--- config.mk ---
export PLATFORM = sky130hd
export DESIGN_NAME = turbo_intlv_addr_gen
export DESIGN_NICKNAME = d
export VERILOG_FILES = /design/src/rtl/turbo_intlv_addr_gen_pkg.sv /design/src/rtl/turbo_intlv_addr_gen_qpp_rom.sv /design/src/rtl/turbo_intlv_addr_gen.sv
export SDC_FILE = /design/constraint.sdc
export NUM_CORES = 1
export LEC_CHECK = 0
export CORE_UTILIZATION = 55
export DETAILED_ROUTE_END_ITERATION = 8
export GPL_TIMING_DRIVEN = 0
export PLACE_DENSITY = 0.75
export SLEW_MARGIN = 10
export SYNTH_ARGS = -nofsm -noshare
export SYNTH_HDL_FRONTEND = slang
export SYNTH_SLANG_ARGS = --single-unit
--- constraint.sdc ---
create_clock -name clk -period 5.5 [get_ports clk]
set_input_delay 0.55 -clock clk [delete_from_list [all_inputs] [get_ports clk]]
set_output_delay 0.55 -clock clk [all_outputs]
set_load 0.02 [all_outputs]
--- src/rtl/turbo_intlv_addr_gen_pkg.sv ---
// QPP interleaver shared types: table entry, coefficient table, FSM states, modular add.
// Pure declarations; no timing or flow control of its own.
package turbo_intlv_pkg;

  localparam int QPP_ADDR_W  = 13;
  localparam int QPP_ID_W    = 6;
  localparam int QPP_N_ENTRY = 16;

  typedef struct packed {
    logic [QPP_ADDR_W-1:0] k;
    logic [QPP_ADDR_W-1:0] f1;
    logic [QPP_ADDR_W-1:0] f2;
  } qpp_entry_t;

  // Every f1/f2 here is below its K, which keeps all mod_add operands in range.
  localparam qpp_entry_t QPP_TABLE [QPP_N_ENTRY] = '{
    '{13'd40,  13'd3,   13'd10 },
    '{13'd48,  13'd7,   13'd12 },
    '{13'd56,  13'd19,  13'd42 },
    '{13'd64,  13'd7,   13'd16 },
    '{13'd72,  13'd7,   13'd18 },
    '{13'd80,  13'd11,  13'd20 },
    '{13'd88,  13'd5,   13'd22 },
    '{13'd96,  13'd11,  13'd24 },
    '{13'd104, 13'd7,   13'd26 },
    '{13'd112, 13'd41,  13'd84 },
    '{13'd120, 13'd103, 13'd90 },
    '{13'd128, 13'd15,  13'd32 },
    '{13'd136, 13'd9,   13'd34 },
    '{13'd144, 13'd17,  13'd108},
    '{13'd152, 13'd9,   13'd38 },
    '{13'd160, 13'd21,  13'd120}
  };

  typedef enum logic [1:0] {
    ST_IDLE = 2'd0,
    ST_LOAD = 2'd1,
    ST_RUN  = 2'd2,
    ST_DONE = 2'd3
  } state_t;

  function automatic logic [QPP_ADDR_W-1:0] mod_add(
    input logic [QPP_ADDR_W-1:0] a,
    input logic [QPP_ADDR_W-1:0] b,
    input logic [QPP_ADDR_W-1:0] k
  );
    logic [QPP_ADDR_W:0] sum;
    sum = {1'b0, a} + {1'b0, b};
    if (sum >= {1'b0, k}) begin
      sum = sum - {1'b0, k};
    end
    return sum[QPP_ADDR_W-1:0];
  endfunction

endpackage

--- src/rtl/turbo_intlv_addr_gen_qpp_rom.sv ---
// QPP coefficient lookup: link_id -> {K, f1, f2}; combinational, zero for out-of-range ids.
// No handshake; the caller registers the result.
module qpp_rom
  import turbo_intlv_pkg::*;
#(
  parameter int ID_W    = QPP_ID_W,
  parameter int N_ENTRY = QPP_N_ENTRY
) (
  input  logic [ID_W-1:0] link_id,
  output qpp_entry_t      entry
);

  localparam int              IDX_W   = $clog2(N_ENTRY);
  localparam logic [ID_W-1:0] ID_LIMIT = ID_W'(N_ENTRY);

  always_comb begin
    entry = '0;
    if (link_id < ID_LIMIT) begin
      entry = QPP_TABLE[link_id[IDX_W-1:0]];
    end
  end

endmodule

--- src/rtl/turbo_intlv_addr_gen.sv ---
// QPP turbo interleaver address stream: id_enable -> LOAD (1 cycle) -> K addresses, 1/cycle.
// valid/ready output; a stall freezes addr, last and all incremental state.
module turbo_intlv_addr_gen
  import turbo_intlv_pkg::*;
#(
  parameter int ADDR_W  = QPP_ADDR_W,
  parameter int ID_W    = QPP_ID_W,
  parameter int N_ENTRY = QPP_N_ENTRY
) (
  input  logic              clk,
  input  logic              n_rst,
  input  logic              id_enable,
  input  logic [ID_W-1:0]   link_id,
  input  logic              mode,
  input  logic              out_ready,
  output logic              enable,
  output logic [ADDR_W-1:0] addr,
  output logic              addr_valid,
  output logic              last,
  output logic              done,
  output logic              cfg_err
);

  localparam logic [ID_W-1:0] ID_LIMIT = ID_W'(N_ENTRY);

  state_t                  state_q;
  state_t                  state_nxt;
  logic                    cfg_err_q;
  logic                    cfg_err_nxt;
  logic                    id_load;
  logic                    accept;
  logic [ID_W-1:0]         id_q;
  logic                    mode_q;
  logic [QPP_ADDR_W-1:0]   k_q;
  logic [QPP_ADDR_W-1:0]   km1_q;
  logic [QPP_ADDR_W-1:0]   i_q;
  logic [QPP_ADDR_W-1:0]   pi_q;
  logic [QPP_ADDR_W-1:0]   g_q;
  logic [QPP_ADDR_W-1:0]   d_q;
  qpp_entry_t              rom_entry;

  qpp_rom #(
    .ID_W    (ID_W),
    .N_ENTRY (N_ENTRY)
  ) u_qpp_rom (
    .link_id (id_q),
    .entry   (rom_entry)
  );

  assign accept = (state_q == ST_RUN) && out_ready;

  always_comb begin
    state_nxt   = state_q;
    cfg_err_nxt = 1'b0;
    id_load     = 1'b0;
    case (state_q)
      ST_IDLE: begin
        if (id_enable) begin
          if (link_id < ID_LIMIT) begin
            state_nxt = ST_LOAD;
            id_load   = 1'b1;
          end else begin
            cfg_err_nxt = 1'b1;
          end
        end
      end
      ST_LOAD: state_nxt = ST_RUN;
      ST_RUN: begin
        if (accept && (i_q == km1_q)) begin
          state_nxt = ST_DONE;
        end
      end
      ST_DONE: state_nxt = ST_IDLE;
      default: state_nxt = ST_IDLE;
    endcase
  end

  always_ff @(posedge clk or negedge n_rst) begin
    if (!n_rst) begin
      state_q   <= ST_IDLE;
      cfg_err_q <= 1'b0;
    end else begin
      state_q   <= state_nxt;
      cfg_err_q <= cfg_err_nxt;
    end
  end

  // pi(i+1) = pi(i) + g(i), g(i+1) = g(i) + 2*f2, with g(0) = f1 + f2 (all mod K).
  always_ff @(posedge clk or negedge n_rst) begin
    if (!n_rst) begin
      id_q   <= '0;
      mode_q <= 1'b0;
      k_q    <= '0;
      km1_q  <= '0;
      i_q    <= '0;
      pi_q   <= '0;
      g_q    <= '0;
      d_q    <= '0;
    end else begin
      if (id_load) begin
        id_q   <= link_id;
        mode_q <= mode;
      end
      if (state_q == ST_LOAD) begin
        k_q   <= rom_entry.k;
        km1_q <= rom_entry.k - QPP_ADDR_W'(1);
        i_q   <= '0;
        pi_q  <= '0;
        g_q   <= mod_add(rom_entry.f1, rom_entry.f2, rom_entry.k);
        d_q   <= mod_add(rom_entry.f2, rom_entry.f2, rom_entry.k);
      end else if (accept) begin
        i_q  <= i_q + QPP_ADDR_W'(1);
        pi_q <= mod_add(pi_q, g_q, k_q);
        g_q  <= mod_add(g_q, d_q, k_q);
      end
    end
  end

  assign enable     = (state_q == ST_LOAD) || (state_q == ST_RUN);
  assign addr_valid = (state_q == ST_RUN);
  assign addr       = addr_valid ? (mode_q ? pi_q : i_q) : '0;
  assign last       = addr_valid && (i_q == km1_q);
  assign done       = (state_q == ST_DONE);
  assign cfg_err    = cfg_err_q;

endmodule
==> results.json <==
{
  "outcome": "finished, final reports clean",
  "top_level_ports": 29,
  "yosys.area.top_type": "dfrtp_1",
  "cp_slowest_cell": "buf_1",
  "clockBufferDepth": 2,
  "crit_path_start_kind": "flop",
  "dp_hpwl_um": 12700,
  "grt_max_degree": 60,
  "fin_hold_ws_ns": 0.0487,
  "ys.flop_type": "dfrtp_1",
  "numPortBuffers": 28,
  "slowest_delay_ns": 0.40,
  "worstHoldPathType": "input port to asynchronous set/reset pin",
  "synth-seq-area-share_pct": 29.1,
  "clock_skew_ns": 0.00957,
  "postSynthAreaPerCell_um2": 8.62,
  "worst_path_most_repeated_cell": "a21o_1",
  "fin_crit_ns": 4.97,
  "grt_use_total_pct": 30.4,
  "drv_cap": 0,
  "slew_headroom_pct": 21.0,
  "grt_pass1_wl_um": 27400,
  "post_cts_buffers": 0,
  "clock-root-buffer": "clkbuf_16",
  "cts_tree": "done",
  "die_y_um": 109,
  "setup_viol": 0,
  "synth_edf_count": 0,
  "rsz0062_at_grt": "false",
  "final_cells": 914,
  "dr.pass1.iters": 5,
  "antenna-diode-count": 0,
  "antenna_found_initial": 0,
  "routed_wl_um": 16400,
  "overflow": 0,
  "rrSetupSlack_ns": 0.53,
  "end_kind": "flop",
  "vias": 5549,
  "clock_latency_ns": 0.35,
  "cts.clk_slew.worst_paths_ns": 0.07,
  "netlist_top_cells_count": "dfrtp_1 (73), nor2_1 (63), ha_1 (62)",
  "place_area_mm2": 0.00677,
  "viasPerCell": 6.07,
  "globalplace.congestion": 0.977,
  "synth-seq-cells": 73,
  "yosysWarnings": 0,
  "report.final.slew_viol_count": 0,
  "drtAntennaViolNets": 0,
  "period_share_pct": 90.4,
  "wire_per_inst_um": 17.9,
  "clock_sinks": 73,
  "hold_buffers": 0,
  "synth_area_mm2": 0.00629,
  "async_flop_share_pct": 100,
  "r2r_cells": 21,
  "cts_made_buffers": 9,
  "hold_viol": 0,
  "fmax_ghz": 0.201,
  "place_inst": 898,
  "syn_inst": 729,
  "fin_nets": 850,
  "die_area_mm2": 0.0119,
  "yosysMostFrequentCell": "dfrtp_1",
  "tightest_slew_ns": 1.18,
  "fin_tns_setup_ns": 0,
  "syn_nets": 810,
  "r2r_end": "g_q[4]$_DFFE_PN0P_",
  "crit_family": "compound AO/OA/AOI/OAI gates",
  "worstPathRequired_ns": 5.69,
  "area_growth_pct": 12.5,
  "fp.coreArea_mm2": 0.0110,
  "drc_errors": 0,
  "path_cells": "clkbuf_1 > buf_1 > mux2_2 > nand2_1 > inv_1 > ha_1 > a21oi_1 > a21boi_0 > o22a_1 > o22ai_1 > xor2_1 > ha_1 > a21o_1 > a21o_1 > a21o_1 > a21o_1 > nand2b_1 > clkbuf_1 > mux2_2 > o21ai_0 > a21oi_1",
  "synthTopCellsByArea": "dfrtp_1 (29%), ha_1 (12%), a21oi_1 (4.5%), xnor2_1 (4.2%), mux2i_1 (4.1%)",
  "netlist.area_leader.share_pct": 29.1,
  "die_w_um": 109,
  "crit_path_start": "id_q[3]$_DFFE_PN0P_",
  "drtIter0Drc": 305,
  "grt_pass1_vias": 5674,
  "path_buf_inv": 4,
  "design_area_mm2": 0.00707,
  "path_class": "flop to flop",
  "drive_above_1_share_pct": 5.56,
  "start_util_pct": 57.2,
  "r2r-start": "id_q[3]$_DFFE_PN0P_",
  "post_synth_num_cell_types": 64,
  "cp.arrival_ns": 5.16,
  "worst-path-max-fanout": 10,
  "row_count": 38,
  "htree_levels": 3,
  "cts-resized-gates": 0
}
## how the worst max path moves through the flow
stage                                    end  slack [ns]  cells past startpoint
after CTS                 g_q[4]$_DFFE_PN0P_        0.53                     22
after detailed placement  g_q[4]$_DFFE_PN0P_        0.57                     23
after global routing      g_q[4]$_DFFE_PN0P_        0.03                     22
final                     g_q[4]$_DFFE_PN0P_        0.53                     21
after floorplan           g_q[4]$_DFFE_PN0P_        1.08                     22
after global placement    g_q[4]$_DFFE_PN0P_        0.68                     22
## registers in the layout (all words and copies together) (netlist names)
register	cells
k_q	5
mode_q	1
km1_q	10
id_q	6
pi_q	13
d_q	9
state_q	2
i_q	13
g_q	13
cfg_err	1
## cell usage in the layout, fill, tap and decap left out, drive strengths merged, types with 4 or more instances in the layout
cell type and n:
a211oi 10, a21o 20, a21oi 57, a31oi 7
and2 9, and3 8, buf 5, clkbuf 32
clkdlybuf4s50 27, dfrtp 73, fa 8, ha 62
inv 47, mux2 9, mux2i 26, nand2 54
nand2b 10, nand3 17, nand4 9, nor2 63
nor2b 25, nor3 15, o21a 5, o21ai 48
o21bai 4, o221a 4, o22ai 4, or2 6
or3 10, xnor2 30, xor2 20
## layout make-up
type,count,area (µm²)
buffer,26,105
clock buffer,9,225
clock inverter,7,77.6
fill,938,3910
inverter,45,169
multi-input combinational,585,4190
sequential,73,1830
tap,140,175
timing repair buffer,29,305
## worst register-to-register path: cells and delay by family (launching register included)
kind            cells  cell delay [ns]
compound gates     10             1.65
simple gates        2             0.24
xor+xnor            1             0.34
mux                 2             0.72
flops               1             0.33
buf+inv             4             0.96
fa+ha+maj           2             0.59
## cell families (layout without fill, tap and decap cells)
logic type / after synthesis / after routing / share of synthesized area (%)
simple gates: 238 / 238 / 19.2
compound gates: 191 / 191 / 19.6
flops: 73 / 73 / 29.1
fa+ha+maj: 71 / 71 / 15.0
buf+inv: 71 / 116 / 4.36
xor+xnor: 50 / 50 / 6.97
mux: 35 / 35 / 5.75
## metrics by stage
| step | utilization (%) | setup slack (ns) |
|---|---|---|
| after detailed placement | 61.6 | 0.573 |
| after global routing | 64.4 | 0.0267 |
| after floorplan | - | 1.08 |
| after global placement | 61.4 | 0.681 |
| after CTS | 64.4 | 0.528 |
| final | 64.4 | 0.528 |
## layer usage
layer	track usage (%)	wire length, µm	up-vias
met5	0	0	-
met4	15.3	609	0
met1	37.0	7200	2689
met2	50.5	7820	141
li1	-	-	2677
met3	6.63	723	42
Power is left out: the tool's default activity adds up to more than one toggle a clock period on the data nets, which glitch-free logic cannot reach.
